File: config.mk
export PLATFORM = sky130hd
export DESIGN_NAME = wb_rr_arbiter_flat
export DESIGN_NICKNAME = d
export VERILOG_FILES = /design/src/rtl/wb_rr_arbiter_pkg.sv /design/src/rtl/wb_rr_arbiter_if.sv /design/src/rtl/wb_arb_wdog.sv /design/src/rtl/wb_rr_arbiter.sv /design/src/flat_wrapper.sv
export SDC_FILE = /design/constraint.sdc
export NUM_CORES = 1
export LEC_CHECK = 0
export ABC_AREA = 1
export BUFFER_PORTS_ARGS = -buffer_cell sky130_fd_sc_hd__buf_4
export CAP_MARGIN = 0
export CORE_AREA = 5 5 120 122
export CTS_CLUSTER_DIAMETER = 80
export DETAILED_ROUTE_END_ITERATION = 8
export DIE_AREA = 0 0 125 127
export HOLD_SLACK_MARGIN = 0.03
export SLEW_MARGIN = 20
export SYNTH_ARGS = -nofsm -noshare
export SYNTH_HDL_FRONTEND = slang
export SYNTH_SLANG_ARGS = --single-unit
File: constraint.sdc
create_clock -name wb_clk_i -period 3.1 [get_ports wb_clk_i]
set_clock_uncertainty 0.05 [all_clocks]
set_input_delay 0.62 -clock wb_clk_i [delete_from_list [all_inputs] [get_ports wb_clk_i]]
set_output_delay 0.62 -clock wb_clk_i [all_outputs]
set_load 0.01 [all_outputs]
File: src/rtl/wb_rr_arbiter_pkg.sv
// Shared constants and helpers for the two-master round-robin Wishbone arbiter:
// FSM state encodings, master indices, default watchdog read data.
package wb_rr_arbiter_pkg;

    localparam logic [1:0] ST_IDLE = 2'd0;
    localparam logic [1:0] ST_BUSY = 2'd1;
    localparam logic [1:0] ST_TOUT = 2'd2;

    localparam int M_CPU = 0;
    localparam int M_DMA = 1;
    localparam int N_MST = 2;

    localparam logic [31:0] ERR_DATA_DEFAULT = 32'hDEAD_BEEF;

    typedef struct packed {
        logic        cyc;
        logic        stb;
        logic        we;
        logic [3:0]  sel;
        logic [31:0] adr;
        logic [31:0] dat;
    } wb_req_t;

    // One-hot winner among the requesters; rr_ptr names the favoured master on a tie.
    function automatic logic [1:0] rr_pick(input logic [1:0] req, input logic rr_ptr);
        if (req == 2'b11) begin
            return rr_ptr ? 2'b10 : 2'b01;
        end
        return req;
    endfunction

endpackage

File: src/rtl/wb_rr_arbiter_if.sv
// Single-transfer Wishbone bus bundle; the master modport drives the request side,
// the slave modport drives ack and read data.
interface wb_rr_arbiter_if;

    logic        cyc;
    logic        stb;
    logic        we;
    logic [3:0]  sel;
    logic [31:0] adr;
    logic [31:0] dat_w;
    logic        ack;
    logic [31:0] dat_r;

    modport master (
        output cyc, stb, we, sel, adr, dat_w,
        input  ack, dat_r
    );

    modport slave (
        input  cyc, stb, we, sel, adr, dat_w,
        output ack, dat_r
    );

endinterface

File: src/rtl/wb_arb_wdog.sv
// Watchdog counter for the arbiter: counts BUSY cycles without ack and flags
// when the limit is reached. Instantiated only when WB_ARB_TIMEOUT_EN is defined.
module wb_arb_wdog
    import wb_rr_arbiter_pkg::*;
#(
    parameter int unsigned TIMEOUT_CYC = 255,
    parameter int unsigned TO_W        = 8
) (
    input  logic clk_i,
    input  logic rst_ni,
    input  logic clr_i,
    input  logic inc_i,
    output logic expire_o
);

    localparam logic [TO_W-1:0] LIMIT = TO_W'(TIMEOUT_CYC - 1);

    logic [TO_W-1:0] cnt_q;
    logic [TO_W-1:0] cnt_d;

    always_comb begin
        cnt_d = cnt_q;
        if (clr_i) begin
            cnt_d = '0;
        end else if (inc_i) begin
            cnt_d = cnt_q + 1'b1;
        end
    end

    always_ff @(posedge clk_i) begin
        if (!rst_ni) begin
            cnt_q <= '0;
        end else begin
            cnt_q <= cnt_d;
        end
    end

    assign expire_o = (cnt_q == LIMIT);

endmodule

File: src/rtl/wb_rr_arbiter.sv
// Two-master round-robin Wishbone arbiter (m0 = CPU, m1 = DMA) in front of one slave port.
// Define WB_ARB_TIMEOUT_EN to add the watchdog that completes hung cycles with ERR_DATA.
module wb_rr_arbiter
    import wb_rr_arbiter_pkg::*;
#(
    parameter int unsigned TIMEOUT_CYC = 255,
    parameter int unsigned TO_W        = 8,
    parameter logic [31:0] ERR_DATA    = ERR_DATA_DEFAULT
) (
    input  logic            wb_clk_i,
    input  logic            wb_rst_ni,
    wb_rr_arbiter_if.slave  m0_if,
    wb_rr_arbiter_if.slave  m1_if,
    wb_rr_arbiter_if.master s_if,
    output logic [1:0]      gnt_o,
    output logic            to_err_o
);

    logic [1:0]       state_q, state_d;
    logic [N_MST-1:0] gnt_q, gnt_d;
    logic             rr_q, rr_d;

    wb_req_t          req_v [N_MST];
    logic [N_MST-1:0] req;
    logic [N_MST-1:0] ack_v;
    logic [31:0]      dat_v [N_MST];
    logic [31:0]      rsp_dat;
    wb_req_t          g_req;
    logic             g_idx;
    logic             busy;
    logic             tout;

    assign req_v[M_CPU] = '{cyc: m0_if.cyc, stb: m0_if.stb, we: m0_if.we,
                            sel: m0_if.sel, adr: m0_if.adr, dat: m0_if.dat_w};
    assign req_v[M_DMA] = '{cyc: m1_if.cyc, stb: m1_if.stb, we: m1_if.we,
                            sel: m1_if.sel, adr: m1_if.adr, dat: m1_if.dat_w};

    assign busy  = (state_q == ST_BUSY);
    assign g_idx = gnt_q[M_DMA];
    assign g_req = req_v[g_idx];

`ifdef WB_ARB_TIMEOUT_EN
    logic wd_expire;

    assign tout     = (state_q == ST_TOUT);
    assign to_err_o = tout;
    assign rsp_dat  = tout ? ERR_DATA : s_if.dat_r;

    wb_arb_wdog #(
        .TIMEOUT_CYC (TIMEOUT_CYC),
        .TO_W        (TO_W)
    ) u_wdog (
        .clk_i    (wb_clk_i),
        .rst_ni   (wb_rst_ni),
        .clr_i    (~busy),
        .inc_i    (busy & ~s_if.ack),
        .expire_o (wd_expire)
    );
`else
    assign tout     = 1'b0;
    assign to_err_o = 1'b0;
    assign rsp_dat  = s_if.dat_r;
`endif

    // Acks and read data reach only the granted master; everyone else sees zeros.
    generate
        for (genvar gi = 0; gi < N_MST; gi++) begin : g_mst
            assign req[gi]   = req_v[gi].cyc & req_v[gi].stb;
            assign ack_v[gi] = gnt_q[gi] & ((busy & s_if.ack) | tout);
            assign dat_v[gi] = ack_v[gi] ? rsp_dat : '0;
        end
    endgenerate

    assign m0_if.ack   = ack_v[M_CPU];
    assign m0_if.dat_r = dat_v[M_CPU];
    assign m1_if.ack   = ack_v[M_DMA];
    assign m1_if.dat_r = dat_v[M_DMA];

    assign s_if.cyc   = busy & g_req.cyc;
    assign s_if.stb   = busy & g_req.stb;
    assign s_if.we    = busy & g_req.we;
    assign s_if.sel   = busy ? g_req.sel : '0;
    assign s_if.adr   = busy ? g_req.adr : '0;
    assign s_if.dat_w = busy ? g_req.dat : '0;

    assign gnt_o = gnt_q;

    // Any way out of a grant (ack, abort, watchdog) hands priority to the other master.
    always_comb begin
        state_d = state_q;
        gnt_d   = gnt_q;
        rr_d    = rr_q;
        case (state_q)
            ST_IDLE: begin
                if (|req) begin
                    gnt_d   = rr_pick(req, rr_q);
                    state_d = ST_BUSY;
                end
            end
            ST_BUSY: begin
                if (s_if.ack || !g_req.cyc) begin
                    state_d = ST_IDLE;
                    gnt_d   = '0;
                    rr_d    = ~g_idx;
                end
`ifdef WB_ARB_TIMEOUT_EN
                else if (wd_expire) begin
                    state_d = ST_TOUT;
                end
`endif
            end
`ifdef WB_ARB_TIMEOUT_EN
            ST_TOUT: begin
                state_d = ST_IDLE;
                gnt_d   = '0;
                rr_d    = ~g_idx;
            end
`endif
            default: begin
                state_d = ST_IDLE;
                gnt_d   = '0;
            end
        endcase
    end

    always_ff @(posedge wb_clk_i) begin
        if (!wb_rst_ni) begin
            state_q <= ST_IDLE;
            gnt_q   <= '0;
            rr_q    <= 1'b0;
        end else begin
            state_q <= state_d;
            gnt_q   <= gnt_d;
            rr_q    <= rr_d;
        end
    end

endmodule
File: src/flat_wrapper.sv
// flat-port wrapper written by rule: the top's interface ports become plain ports
module wb_rr_arbiter_flat import wb_rr_arbiter_pkg::*;
#(
    parameter int unsigned TIMEOUT_CYC = 255,
    parameter int unsigned TO_W        = 8,
    parameter logic [31:0] ERR_DATA    = ERR_DATA_DEFAULT
)
  (wb_clk_i, wb_rst_ni, gnt_o, to_err_o, m0_if_cyc, m0_if_stb, m0_if_we, m0_if_sel, m0_if_adr, m0_if_dat_w, m0_if_ack, m0_if_dat_r, m1_if_cyc, m1_if_stb, m1_if_we, m1_if_sel, m1_if_adr, m1_if_dat_w, m1_if_ack, m1_if_dat_r, s_if_cyc, s_if_stb, s_if_we, s_if_sel, s_if_adr, s_if_dat_w, s_if_ack, s_if_dat_r);
  wb_rr_arbiter_if m0_if_i ();
  wb_rr_arbiter_if m1_if_i ();
  wb_rr_arbiter_if s_if_i ();
  input  logic wb_clk_i;
  input  logic wb_rst_ni;
  output logic [1:0] gnt_o;
  output logic to_err_o;
  input wire logic [$bits(m0_if_i.cyc)-1:0] m0_if_cyc;
  input wire logic [$bits(m0_if_i.stb)-1:0] m0_if_stb;
  input wire logic [$bits(m0_if_i.we)-1:0] m0_if_we;
  input wire logic [$bits(m0_if_i.sel)-1:0] m0_if_sel;
  input wire logic [$bits(m0_if_i.adr)-1:0] m0_if_adr;
  input wire logic [$bits(m0_if_i.dat_w)-1:0] m0_if_dat_w;
  output wire logic [$bits(m0_if_i.ack)-1:0] m0_if_ack;
  output wire logic [$bits(m0_if_i.dat_r)-1:0] m0_if_dat_r;
  input wire logic [$bits(m1_if_i.cyc)-1:0] m1_if_cyc;
  input wire logic [$bits(m1_if_i.stb)-1:0] m1_if_stb;
  input wire logic [$bits(m1_if_i.we)-1:0] m1_if_we;
  input wire logic [$bits(m1_if_i.sel)-1:0] m1_if_sel;
  input wire logic [$bits(m1_if_i.adr)-1:0] m1_if_adr;
  input wire logic [$bits(m1_if_i.dat_w)-1:0] m1_if_dat_w;
  output wire logic [$bits(m1_if_i.ack)-1:0] m1_if_ack;
  output wire logic [$bits(m1_if_i.dat_r)-1:0] m1_if_dat_r;
  output wire logic [$bits(s_if_i.cyc)-1:0] s_if_cyc;
  output wire logic [$bits(s_if_i.stb)-1:0] s_if_stb;
  output wire logic [$bits(s_if_i.we)-1:0] s_if_we;
  output wire logic [$bits(s_if_i.sel)-1:0] s_if_sel;
  output wire logic [$bits(s_if_i.adr)-1:0] s_if_adr;
  output wire logic [$bits(s_if_i.dat_w)-1:0] s_if_dat_w;
  input wire logic [$bits(s_if_i.ack)-1:0] s_if_ack;
  input wire logic [$bits(s_if_i.dat_r)-1:0] s_if_dat_r;
  assign m0_if_i.cyc = m0_if_cyc;
  assign m0_if_i.stb = m0_if_stb;
  assign m0_if_i.we = m0_if_we;
  assign m0_if_i.sel = m0_if_sel;
  assign m0_if_i.adr = m0_if_adr;
  assign m0_if_i.dat_w = m0_if_dat_w;
  assign m0_if_ack = m0_if_i.ack;
  assign m0_if_dat_r = m0_if_i.dat_r;
  assign m1_if_i.cyc = m1_if_cyc;
  assign m1_if_i.stb = m1_if_stb;
  assign m1_if_i.we = m1_if_we;
  assign m1_if_i.sel = m1_if_sel;
  assign m1_if_i.adr = m1_if_adr;
  assign m1_if_i.dat_w = m1_if_dat_w;
  assign m1_if_ack = m1_if_i.ack;
  assign m1_if_dat_r = m1_if_i.dat_r;
  assign s_if_cyc = s_if_i.cyc;
  assign s_if_stb = s_if_i.stb;
  assign s_if_we = s_if_i.we;
  assign s_if_sel = s_if_i.sel;
  assign s_if_adr = s_if_i.adr;
  assign s_if_dat_w = s_if_i.dat_w;
  assign s_if_i.ack = s_if_ack;
  assign s_if_i.dat_r = s_if_dat_r;
  wb_rr_arbiter #(.TIMEOUT_CYC(TIMEOUT_CYC), .TO_W(TO_W), .ERR_DATA(ERR_DATA)) u_core (.wb_clk_i(wb_clk_i), .wb_rst_ni(wb_rst_ni), .m0_if(m0_if_i), .m1_if(m1_if_i), .s_if(s_if_i), .gnt_o(gnt_o), .to_err_o(to_err_o));
endmodule
======== After elaboration in Yosys (flattened, before gate mapping) ========
Index checks and enable logic that the tools add are counted.
storage, ports and cells
  bits in registers ....................... 5
  latch bits .............................. 0
  memory bits (writable) .................. 0
  ROM bits ................................ 0
  bits of input ports ..................... 177
  word-level logic and storage cells ...... 43
  memories kept ........................... 0
cells by class
  add/sub/neg operators ................... 0
  multipliers ............................. 0
  divide/modulo/power cells ............... 0
  order comparisons ....................... 1
  eq/ne operators ......................... 4
  shift-type cells ........................ 0
  mux-type cells .......................... 19
  bitwise operators ....................... 10
  reduce and logical (&&, ||, !) cells .... 6
operator list
  operator            number
  $mux 71             3
  $mux 32             4
  $mux 2              6
  $and 1x1->1         8
  $pmux 2 s2          2
  $mux 4              1
  $reduce_and 2->1    2
  $mux 1              3
  $eq 2x1->1 const B  1
  $eq 2x2->1 const B  1
  $ge 2x2->1 const B  1
  $logic_not 2->1     1
  $ne 2x1->1 const B  1
  $ne 2x2->1 const B  1
  $not 1->2           1
  $reduce_or 2->1     1
  $logic_not 1->1     1
  $logic_or 1x1->1    1
  $not 1->1           1

======== Depth between registers and ports, before layout ========
Gate-level depths: netlist of run 1.
  word-level depth ........................ 8
  gate-level depth with buffers ........... 7
  gate-level depth less buffers ........... 6

======== Worst setup path after synthesis of run 1 ========
No wires, ideal clock.
  path type ............................... input -> output
  from .................................... in s_if_ack
  to ...................................... out m1_if_dat_r[10]
  arrival ................................. 1.215 ns
  data required time ...................... 2.430 ns
  slack ................................... 1.215 ns
  stages on the path ...................... 5
  buffers on the path ..................... 1
  path through ............................ nand2_2 > nor2_4 > inv_2 > buf_6 > nor2_1
on the way
  longest elaborated chain between the ends .. 3
RTL lines
  item                       RTL line             text
  from (decl)                flat_wrapper.sv:38   input wire logic [$bits(s_if_i.ack)-1:0] s_if_ack;
  $and 1x1->1 (2 in series)  wb_rr_arbiter.sv:69  assign ack_v[gi] = gnt_q[gi] & ((busy & s_if.ack) | tout);
  net m1_if_ack              flat_wrapper.sv:30   output wire logic [$bits(m1_if_i.ack)-1:0] m1_if_ack;
  $mux 32                    wb_rr_arbiter.sv:70  assign dat_v[gi] = ack_v[gi] ? rsp_dat : '0;
  to (decl)                  flat_wrapper.sv:31   output wire logic [$bits(m1_if_i.dat_r)-1:0] m1_if_dat_r;
The timed path passes the listed nets, and every way through them passes these cells.

======== Worst setup path in the final report of run 1 ========
  from .................................... in s_if_ack
  to ...................................... out m0_if_dat_r[9]
on the way
  longest elaborated chain between the ends .. 3
RTL lines
  item                       RTL line             text
  $and 1x1->1 (2 in series)  wb_rr_arbiter.sv:69
  $mux 32                    wb_rr_arbiter.sv:70
  to (decl)                  flat_wrapper.sv:23   output wire logic [$bits(m0_if_i.dat_r)-1:0] m0_if_dat_r;
No other way between the ends.

==> run_results.csv, run 1 <==
group,metric,value,unit
outcome,status,"finished clean",
setup_path,worstRegToRegCells,5,
route,drt_iter0_drc,137,
hold_path,worst_hold_startpoint,"u_core.rr_q",
global_routing,antenna_found_initial,0,
synthesis,synth.largest_area_cell,"nor2_1",
floorplan,start_util,12.7,%
floorplan,die_h,127,um
cts,root_buffer,"clkbuf_16",
hold_path,hold_class,"flop to flop",
setup_path,crit_type,"input pin to output port",
synthesis,netlist_area,0.00166,mm2
route,drt_wl_total,10.9,mm
sta,setup_viol,0,
setup_path,rr_startpoint,"u_core.gnt_o[1]",
placed_design,dpl_cell_area,0.00410,mm2
cts,cts_sinks,4,
sta,tightest_slew,0.642,ns
placed_design,hpwl,9.24,mm
global_routing,first_global_vias,3205,
global_routing,grt.met1_usage,13.8,%
layout,drive_above_1_share,49.6,%
cts,clockBufferDepth,2,
global_routing,gr-usage-met2,22.6,%
setup_path,reg2reg_slack,1.51,ns
synthesis,synth_ff_type,"dfxtp_1",
sta,hold_ws,0.511,ns
sta,slew_viol_final,0,
cts,post_cts_buffers,0,
power_and_ir_drop,powerDensity,180,mW/mm2
synthesis,synth_xor_area_share,0,%
synthesis,yosys-top-cells-count,"nor2_1, o21ai_0, inv_1, buf_2",
synthesis,synthesis.nets,550,
synthesis,synth-edff-count,0,
flow_run,max_cap_viol_count,0,
placed_design,gp_congestion,0.889,
global_routing,grt_max_degree,74,
cts,numCtsBuffers,3,
synthesis,yosys.area_share.simple,51.8,%
setup_path,r2r_end,"u_core.gnt_o[0]",
setup_path,crit_fanout,33,
cts,cts.clk_slew.worst_paths,0.03,ns
power_and_ir_drop,leakagePower,0.00253,uW
sta,setup-tns-final,0,ns
sta,max_freq,0.422,GHz
synthesis,synth_compound_area_share,23.2,%
global_routing,grt_pass1_wl,16.2,mm
global_routing,grt_most_used_layer,"met2",
route,vias,3275,
hold_path,whs_endpoint,"u_core.rr_q",
synthesis,ys_seq_area_share,4.82,%
hold_path,min_path_cells,4,
sta,fin_crit,2.37,ns
route,final_antenna_net_count,0,
global_routing,gr-total-overflow,0,
global_routing,grtUsageMet3,4.13,%
route,vias_per_cell,3.89,
synthesis,synthAdderAreaFrac,0,%
layout,synthToLayoutAreaGrowth,151,%
synthesis,synthCells,373,
layout,fin_area,0.00417,mm2
setup_path,crit_arrival,1.70,ns
sta,slew_headroom,57.2,%
cts,postCtsHoldBufs,0,
route,drtPass1Iterations,4,
setup_path,cp.required,2.43,ns
floorplan,rows,42,
synthesis,synth.mux.area_fraction,0,%
sta,min_period_over_period,76.5,%
layout,n_fill_cell,1467,
cts,cts_resized,0,
synthesis,yosysTopAreaCellShare,46.7,%
placed_design,port-buffer-count,315,
setup_path,setup.worst_path.start_class,"input pin",
sta,final-hold-violation-count,0,
cts,tritoncts,"done",
synthesis,synthTopCellsByArea,"nor2_1, o21ai_0, inv_1, dfxtp_1, buf_2",
synthesis,synth_area_per_cell,4.46,um2
floorplan,ioPinCount,317,
setup_path,crit_path_end_kind,"output port",
cts,h-tree-depth,1,
layout,diodes,0,
synthesis,yosysMostFrequentCell,"nor2_1",
synthesis,yosysWarnings,0,
synthesis,ys_ff_latch,4,
synthesis,yosysUniqueCellTypes,18,
route,drc,0,
synthesis,synth_top_family_by_area,"simple AND/OR/NAND/NOR gates",
layout,fin_nets,844,
floorplan,dieArea,0.0159,mm2
floorplan,coreArea,0.0131,mm2
route,routedWlPerCell,13.0,um
global_routing,grt_use_total,12.3,%
setup_path,cp-startpoint,"s_if_ack",
cts,clk_latency,0.22,ns
synthesis,synthArstFlopShare,0,%
power_and_ir_drop,peakVddDrop,0.000175,V
floorplan,die_w,125,um
sta,rsz0062_at_grt,"no",
## kinds of logic (layout without fill, tap and decap cells)
kind of cell           Yosys count  count (layout)
buffers and inverters           69             361
other                            1               1
AOI/OAI and AO/OA               77              77
DFF                              4               4
and+or+nand+nor                222             222
## critical path, stage by stage
cell and delay [ns]:
buf_4 0.11, nand2_2 0.15, inv_1 0.07, nand2_2 0.45
nor2_1 0.10, buf_4 0.17
## routing by layer
metal / share of wire [%] / wire (um)
met5: 0 / 0
met4: 1.5 / 161
met3: 11 / 1170
met2: 50 / 5480
met1: 38 / 4130
## final cells by class
class / instances / area [um2] / area share [%]
multi-input combinational: 300 / 1250 / 30.0
clock buffer: 3 / 75.1 / 1.80
sequential: 4 / 82.6 / 1.98
timing repair buffer: 319 / 2390 / 57.4
tap: 176 / 220 / 5.28
inverter: 39 / 149 / 3.57
## power breakdown
group,leakage (uW),internal [uW],total [uW],switching [uW]
sequential,0.0000337,56.8,60.3,3.57
clock,0.0000370,165,203,37.6
combinational,0.00246,265,487,222
## stage by stage
stage | instances | worst slack [ns] | total power, uW | util (%)
finish | 841 | 0.729 | 750 | 31.9
global route | 841 | 0.604 | 806 | 31.9
CTS | 841 | 0.713 | 758 | 31.9
detailed placement | 838 | 0.711 | 553 | 31.3
global placement | 838 | 0.750 | 554 | 31.3
floorplan | 373 | 1.21 | 244 | -
## registers in the layout (all words and copies together) (netlist names)
signal and flops:
u_core.rr_q 1, u_core.gnt_o 2, u_core.state_q 1
## cells in the final DEF (no fill, tap or decap)
master     count
a21oi_1        5
buf_4        319
clkbuf_16      3
conb_1         1
dfxtp_1        2
dfxtp_2        2
inv_1         37
inv_2          1
inv_4          1
nand2_1        7
nand2_2        2
nand3_1        1
nand3_2        1
nand4_1        3
nor2_1       207
nor2_4         1
o21ai_0       72
## how the worst max path moves through the flow
| stage | to | slack, ns | cells past startpoint |
|---|---|---|---|
| global placement | m0_if_dat_r[7] | 0.75 | 6 |
| CTS | m0_if_dat_r[29] | 0.71 | 6 |
| detailed placement | m0_if_dat_r[29] | 0.71 | 6 |
| global route | m0_if_dat_r[21] | 0.60 | 6 |
| floorplan | m1_if_dat_r[10] | 1.21 | 5 |
| finish | m0_if_dat_r[9] | 0.73 | 6 |
Note: power is estimated with default switching activity, not from simulation.
==> run 2, diff against run 1 <==
--- a/config.mk
+++ b/config.mk
@@ -8,10 +8,10 @@
 export ABC_AREA = 1
 export BUFFER_PORTS_ARGS = -buffer_cell sky130_fd_sc_hd__buf_4
 export CAP_MARGIN = 0
-export CORE_AREA = 5 5 120 122
+export CORE_AREA = 5 5 118 120
 export CTS_CLUSTER_DIAMETER = 80
 export DETAILED_ROUTE_END_ITERATION = 8
-export DIE_AREA = 0 0 125 127
+export DIE_AREA = 0 0 123 125
 export HOLD_SLACK_MARGIN = 0.03
 export SLEW_MARGIN = 20
 export SYNTH_ARGS = -nofsm -noshare
==> constraint.sdc (replaced) <==
create_clock -name wb_clk_i -period 2.1 [get_ports wb_clk_i]
set_clock_uncertainty 0.05 [all_clocks]
set_input_delay 0.42 -clock wb_clk_i [delete_from_list [all_inputs] [get_ports wb_clk_i]]
set_output_delay 0.42 -clock wb_clk_i [all_outputs]
set_load 0.01 [all_outputs]
==> run_results.csv, run 2 (synthesis results as in run 1) <==
group,metric,value,unit
route,drt-met1-wl,3.63,mm
route,highest_layer,"met4",
setup_path,reg2reg_slack,0.78,ns
hold_path,worst_hold_startpoint,"wb_rst_ni",
placed_design,hpwl,8.92,mm
cts,postCtsHoldBufs,0,
route,vias,3337,
global_routing,grt_use_total,11.8,%
layout,drive_above_1_share,50.0,%
cts,post_cts_buffers,0,
layout,largest_reg_flops,2,
hold_path,min_path_cells,3,
setup_path,setup.worst_path.start_class,"flop",
global_routing,grt_pass1_wl,15.1,mm
cts,cts_sinks,4,
cts,cts.clk_slew.worst_paths,0.03,ns
global_routing,first_global_vias,3052,
placed_design,gp_congestion,0.814,
hold_path,hold_class,"input pin to flop",
flow_run,max_cap_viol_count,0,
layout,fin_nets,849,
power_and_ir_drop,peakVddDrop,0.000298,V
cts,numCtsBuffers,3,
route,drc,0,
floorplan,dieArea,0.0154,mm2
power_and_ir_drop,powerDensity,262,mW/mm2
setup_path,rr_startpoint,"u_core.gnt_o[1]",
layout,final_cell_mix,"buf_4, nor2_1, o21ai_0",
global_routing,gr-total-overflow,0,
hold_path,whs_endpoint,"u_core.rr_q",
layout,synthToLayoutAreaGrowth,156,%
sta,max_freq,0.529,GHz
setup_path,cp.required,1.63,ns
cts,clk_latency,0.22,ns
placed_design,port-buffer-count,315,
cts,clockBufferDepth,2,
cts,tritoncts,"done",
route,drt_iter0_drc,105,
route,vias_per_cell,3.94,
route,drtPass1Iterations,5,
floorplan,coreArea,0.0129,mm2
floorplan,start_util,12.9,%
floorplan,ioPinCount,317,
sta,final-hold-violation-count,0,
cts,cts_resized,0,
sta,slew_viol_final,0,
layout,diodes,0,
setup_path,crit_type,"flop to output port",
power_and_ir_drop,power,1110,uW
setup_path,r2r_end,"u_core.gnt_o[1]",
power_and_ir_drop,leakagePower,0.00257,uW
setup_path,worstRegToRegCells,5,
sta,fin_crit,1.89,ns
route,wl_met2,5.31,mm
route,final_antenna_net_count,0,
outcome,status,"finished clean",
cts,root_buffer,"clkbuf_16",
floorplan,die_h,125,um
route,drt_wl_total,10.6,mm
floorplan,rows,42,
sta,min_period_over_period,90.0,%
floorplan,die_w,123,um
setup_path,crit_fanout,40,
setup_path,crit_arrival,1.42,ns
sta,rsz0062_at_grt,"no",
global_routing,grt_max_degree,54,
layout,fin_area,0.00426,mm2
layout,final_common_cell,"buf_4",
placed_design,dpl_cell_area,0.00418,mm2
sta,setup-tns-final,0,ns
cts,h-tree-depth,1,
route,wl_met3,1.54,mm
setup_path,crit_path_end_kind,"output port",
global_routing,antenna_found_initial,0,
route,routedWlPerCell,12.5,um
sta,setup_viol,0,
==> run 2: through the flow <==
stage	util (%)	hold slack, ns	setup slack (ns)	instances
final	33.1	0.402	0.210	846
after global routing	33.1	0.410	0.0975	846
after CTS	33.1	0.402	0.200	846
after detailed placement	32.5	0.508	0.409	843
after global placement	32.5	0.512	0.405	843
after floorplan	-	0.478	0.532	373
==> run 2: report_power, final <==
group	leakage [uW]	internal, uW	switching (uW)
registers	0.0000337	83.8	6.54
clock network	0.0000370	243	49.2
logic	0.00250	405	327
==> run 2: cell type report <==
type	instances	area [um2]
well taps	176	220
repair buffers	324	2480
inverters	39	149
multi-input cells	300	1250
flip-flops and latches	4	82.6
fillers	1452	8620
clock buffers	3	75.1
==> run 2: critical path, stage by stage (launching register included) <==
cell,delay (ns)
dfxtp_2,0.35
buf_4,0.33
o21ai_0,0.15
nor2_1,0.19
buf_4,0.16
==> run 2: metal layers <==
layer  global-route usage [%]  up-vias
met5                        0        -
met4                     1.24        0
met3                     4.38       12
met2                     22.8      203
met1                     12.4     1391
li1                         -     1731
==> run 2: worst max-delay path by stage <==
| stage | from | endpoint | cells after the start |
|---|---|---|---|
| 2_1_floorplan | u_core.gnt_o[1] | m1_if_dat_r[10] | 6 |
| 3_3_place_gp | s_if_ack | m1_if_dat_r[14] | 7 |
| 3_5_place_dp | s_if_ack | m0_if_dat_r[0] | 7 |
| 4_1_cts | u_core.gnt_o[1] | s_if_adr[31] | 4 |
| 5_1_grt | u_core.gnt_o[1] | s_if_we | 4 |
| 6_report | u_core.gnt_o[1] | s_if_we | 4 |
